==> src/rtl/rvfi_commit_serializer.sv <==
// Dual-lane retire packets merged into a single in-order RVFI commit stream through a circular FIFO.
// Optional same-cycle bypass of an empty FIFO: define RVFI_SER_BYPASS_EN.
module rvfi_commit_serializer #(
    parameter int DEPTH   = 8,
    parameter int ORDER_W = 64
) (
    input  logic               clk,
    input  logic               rst_n,
    input  logic               lane0_valid,
    input  logic [173:0]       lane0_pkt,
    input  logic               lane1_valid,
    input  logic [173:0]       lane1_pkt,
    output logic               in_ready,
    output logic               out_valid,
    output logic [173:0]       out_pkt,
    output logic [ORDER_W-1:0] out_order,
    input  logic               out_ready,
    output logic               halt,
    output logic               proto_err
);

    localparam int PTR_W = $clog2(DEPTH);
    localparam int CNT_W = PTR_W + 1;
    localparam logic [31:0] SELF_LOOP_JAL = 32'h0000006F;

    logic [173:0]       mem [DEPTH];
    logic [PTR_W-1:0]   wptr;
    logic [PTR_W-1:0]   rptr;
    logic [PTR_W-1:0]   wptr_p1;
    logic [CNT_W-1:0]   count;
    logic [ORDER_W-1:0] order;
    logic               halt_q;
    logic               proto_err_q;

    logic               fifo_nonempty;
    logic               do_bypass;
    logic               byp_take;
    logic               pop_fifo;
    logic               commit;
    logic [31:0]        head_inst;
    logic               wr_a_en;
    logic               wr_b_en;
    logic [173:0]       wr_a_data;
    logic [1:0]         n_push;

    assign fifo_nonempty = (count != '0);
    assign in_ready      = (count <= CNT_W'(DEPTH - 2));
    assign wptr_p1       = wptr + PTR_W'(1);

    always_comb begin
        do_bypass = 1'b0;
`ifdef RVFI_SER_BYPASS_EN
        do_bypass = !fifo_nonempty && lane0_valid && in_ready;
`endif
    end

    assign out_valid = fifo_nonempty | do_bypass;
    assign out_pkt   = do_bypass ? lane0_pkt : mem[rptr];
    assign out_order = order;
    assign head_inst = out_pkt[141:110];
    assign halt      = halt_q;
    assign proto_err = proto_err_q;

    assign byp_take  = do_bypass & out_ready;
    assign pop_fifo  = fifo_nonempty & out_ready;
    assign commit    = out_valid & out_ready;

    // Slot A lands at wptr, slot B at wptr+1; a consumed bypass frees slot A for lane1.
    always_comb begin
        wr_a_en   = 1'b0;
        wr_b_en   = 1'b0;
        wr_a_data = lane0_pkt;
        if (byp_take) begin
            wr_a_en   = lane1_valid;
            wr_a_data = lane1_pkt;
        end else if (in_ready && lane0_valid) begin
            wr_a_en = 1'b1;
            wr_b_en = lane1_valid;
        end
    end

    assign n_push = {1'b0, wr_a_en} + {1'b0, wr_b_en};

    always_ff @(posedge clk) begin
        if (wr_a_en) begin
            mem[wptr] <= wr_a_data;
        end
        if (wr_b_en) begin
            mem[wptr_p1] <= lane1_pkt;
        end
    end

    // Pointers wrap naturally through PTR_W truncation since DEPTH is a power of two.
    always_ff @(posedge clk or negedge rst_n) begin
        if (!rst_n) begin
            wptr        <= '0;
            rptr        <= '0;
            count       <= '0;
            order       <= '0;
            halt_q      <= 1'b0;
            proto_err_q <= 1'b0;
        end else begin
            wptr  <= wptr + PTR_W'(n_push);
            rptr  <= rptr + PTR_W'(pop_fifo);
            count <= count + CNT_W'(n_push) - CNT_W'(pop_fifo);
            if (commit) begin
                order <= order + ORDER_W'(1);
            end
            if (commit && head_inst == SELF_LOOP_JAL) begin
                halt_q <= 1'b1;
            end
            if (lane1_valid && !lane0_valid) begin
                proto_err_q <= 1'b1;
            end
        end
    end

endmodule

==> config.mk <==
export PLATFORM = sky130hd
export DESIGN_NAME = rvfi_commit_serializer
export DESIGN_NICKNAME = d
export VERILOG_FILES = /design/src/rtl/rvfi_commit_serializer.sv
export SDC_FILE = /design/constraint.sdc
export NUM_CORES = 2
export LEC_CHECK = 0
export BUFFER_PORTS_ARGS = -buffer_cell sky130_fd_sc_hd__buf_2
export CORE_UTILIZATION = 30
export CTS_BUF_LIST = sky130_fd_sc_hd__clkbuf_8
export DETAILED_ROUTE_END_ITERATION = 16
export GPL_ROUTABILITY_DRIVEN = 0
export HOLD_SLACK_MARGIN = 0.06
export MAX_ROUTING_LAYER = met4
export SETUP_SLACK_MARGIN = 0.4
export SYNTH_ARGS = -nofsm -noshare
export SYNTH_HDL_FRONTEND = slang
export SYNTH_SLANG_ARGS = --single-unit
==> constraint.sdc <==
create_clock -name clk -period 40.6 [get_ports clk]
set_input_delay 6.09 -clock clk [delete_from_list [all_inputs] [get_ports clk]]
set_output_delay 6.09 -clock clk [all_outputs]
set_load 0.02 [all_outputs]
==> results.yml <==
synth:
  synth-warning-count: 0
  post-synth-top-area-fraction_pct: 57.6
  yosysUniqueCellTypes: 49
  syn-instance-count: 4003
  synth.yosys.seq_area_share_pct: 60.2
  synth.top_cells.by_area: "sky130_fd_sc_hd__edfxtp_1 (58%), sky130_fd_sc_hd__mux2_2 (24%), sky130_fd_sc_hd__mux4_2 (9.2%)"
  synth-main-ff-cell: "sky130_fd_sc_hd__edfxtp_1"
  syn_area_um2: 72600
  synth_top_area_cell: "sky130_fd_sc_hd__edfxtp_1"
  post-synth-top-count-cell: "sky130_fd_sc_hd__mux2_2"
  flop_and_latch_count_out_of_synthesis: 1468
  mappedNetlistNets: 4370
  async_reset_ff_share_pct: 5.18
  synth_edf_count: 1392
  top_cell_types_by_occurrence_after_synthesis: "sky130_fd_sc_hd__mux2_2 (1517), sky130_fd_sc_hd__edfxtp_1 (1392), sky130_fd_sc_hd__mux4_2 (295)"
  syn-mean-instance-area_um2: 18.1
detailed_routing:
  avgRoutedWirePerCell_um: 26.2
  vias: 41500
  first_iter_violations: 3044
  dr.pass1.iters: 5
  wire_length_reported_by_the_detailed_router_mm: 213
  drc: 0
  postRouteAntennaNets: 0
  avgViaCountPerCell: 5.10
setup_path:
  critical_path_required_ns: 34.51
  crit_path_start_kind: "register"
  timing.critical_path.from: "rptr[1]$_DFF_PN0_"
  worst-endpoint-arrival_ns: 6.27
  worstSetupPathType: "register to output port"
  worstPathMaxFanout: 54
  rr_startpoint: "rptr[1]$_DFF_PN0_"
  endpoint_kind: "output port"
sta:
  fin_crit_sh_pct: 30.4
  post-route-min-period_ns: 12.36
  timing.final.max_slew_violations: 0
  timing.fmax_mhz: 80.9
  worst_slew_pin_slew_ns: 1.14
  final.setup_skew_ns: 0.0706
  rsz_0062_raised_after_global_routing: "no"
  hold_violations: 0
  slew_hr_pct: 24.3
  fin_tns_setup_ns: 0
  finalSetupViolCount: 0
place:
  post-dp-hpwl_mm: 118
  numPortBuffers: 594
clock_network:
  post_cts.repair.setup_buffers: 0
  clockRootBuffer: "sky130_fd_sc_hd__clkbuf_8"
  clock_sinks: 1468
  clk-insertion-delay-late_ns: 1.07
  cts.clk_slew.worst_paths_ns: 0.05
  clock_tree.buffer_depth: 4
  number_of_buffers_inserted_for_hold_repair_after_clock_tree_synthesis: 0
  cts-htree-levels: 5
  cts_tree: "yes"
  cts_resized: 0
  cts_buffers: 289
die:
  design.core.area_um2: 241000
  initial_core_util_pct: 30.2
  die-width_um: 494
  ports_placed_on_the_boundary: 595
  die_area_um2: 244000
  floorplan.die.height_um: 494
  core.rowCount: 180
cells_and_area:
  fillerInstances: 22900
  utilization_pct: 34.9
  area_growth_pct: 15.7
  multi_input_comb_area_um2: 27500
  area.sequential_um2: 43700
  fin_nets: 5074
  drive_gt1_share_pct: 58.2
global_route:
  grt.overflow.total: 0
  grt_max_degree: 92
  initial_antenna_violation_count: 83
  first_pass_grt_wire_length_mm: 306
  track_usage_pct: 17.6
  grt_pass1_vias: 43600
job:
  timing.max_cap.violations: 0
worst_hold_path:
  worstHoldStart: "halt$_DFFE_PN0P_"
  hold_path_class: "register to register"
pwr:
  p_total_mw: 5.34
  p_leak_nw: 28.7
  power_per_cell_area_nw_per_um2: 63.6
  vdd_drop_max_uv: 58.6
run_status:
  outcome: "finished, final reports clean"
## power breakdown
group / total (mW) / internal, mW / switching [mW] / leakage, nW
clock: 1.32 / 0.680 / 0.642 / 2.85
combinational: 1.97 / 0.802 / 1.17 / 12.2
sequential: 2.05 / 1.96 / 0.0829 / 13.6
total: 5.34 / 3.44 / 1.89 / 28.7
## state kept, by name, summed over array words and instances (netlist names)
name       count
mem         1392
out_order     64
count          4
rptr           3
wptr           3
halt           1
proto_err      1
## metrics by stage
stage	instance area (um^2)	instances	hold WS [ns]	setup slack, ns
final	84000	8132	0.475	28.24
after global routing	83900	8121	0.486	27.99
after CTS	83800	8072	0.478	28.01
after floorplan	72600	4003	0.480	20.72
after global placement	79000	7601	0.448	29.22
after detailed placement	79000	7601	0.460	29.18
## logic make-up (layout without fill, tap and decap cells)
family          Yosys count  after routing  share of synthesized area (%)
compound gates           65             65                          0.714
xor+xnor                 69             69                          0.833
fa+ha+maj                14             14                          0.262
buf+inv                 288           1172                           2.06
flops                  1468           1468                           60.2
mux                    1941           1941                           34.6
other cells               0             60                              0
simple gates            158            158                           1.27
## cells in the final DEF (no fill, tap or decap), drive strengths merged, types with 2 or more instances in the layout
master,netlist,routed
nand4,19,19
clkinvlp,0,7
nor3,12,12
buf,220,677
o22ai,25,25
nand2b,6,6
nand2,31,31
mux4,295,295
xnor2,45,45
inv,24,130
o221ai,3,3
nor4,13,13
a21o,2,2
diode,0,60
clkbuf,44,299
or3,2,2
clkinv,0,58
nor2,22,22
edfxtp,1392,1392
a221o,25,25
and3,11,11
o21bai,6,6
nand3,27,27
and2,4,4
dfrtp,76,76
xor2,24,24
ha,12,12
mux2i,57,57
mux2,1589,1589
and4,5,5
o31ai,2,2
fa,2,2
## final timing paths
| path | to | slack (ns) | depth (start not counted) |
|---|---|---|---|
| max | out_pkt[110] | 28.24 | 8 |
| min | halt$_DFFE_PN0P_ | 0.48 | 1 |
| max reg2reg | halt$_DFFE_PN0P_ | 34.49 | 9 |
| min reg2reg | halt$_DFFE_PN0P_ | 0.48 | 1 |
| max in group asynchronous | rptr[2]$_DFF_PN0_ | 34.29 | 2 |
| min in group asynchronous | proto_err$_DFFE_PN0P_ | 4.99 | 1 |
## layout make-up
cell class / instances / share of cell area (%)
Sequential cell: 1468 / 52.1
Multi-Input combinational cell: 2247 / 32.8
Clock buffer: 299 / 4.90
Tap cell: 3185 / 4.75
Timing Repair Buffer: 677 / 4.37
Clock inverter: 172 / 0.867
Antenna cell: 60 / 0.179
Inverter: 24 / 0.107
## layer usage
| metal | wire length, um | up-vias | part of all wire (%) | track usage (%) |
|---|---|---|---|---|
| met2 | 99700 | 1401 | 47 | 27.2 |
| met3 | 14000 | 397 | 6.6 | 3.91 |
| met5 | 0 | - | 0 | - |
| met4 | 5490 | 0 | 2.6 | 5.22 |
| met1 | 94100 | 21900 | 44 | 23.0 |
| li1 | - | 17800 | - | - |
## worst max-delay path: stages, from the launching register on
cell	delay, ns
sky130_fd_sc_hd__dfrtp_4	0.91
sky130_fd_sc_hd__buf_4	0.61
sky130_fd_sc_hd__buf_4	0.79
sky130_fd_sc_hd__buf_4	0.81
sky130_fd_sc_hd__buf_4	0.74
sky130_fd_sc_hd__mux4_2	0.40
sky130_fd_sc_hd__nand2b_1	0.09
sky130_fd_sc_hd__o221ai_1	0.33
sky130_fd_sc_hd__buf_2	0.30
Power figures use the tool's default switching activity.
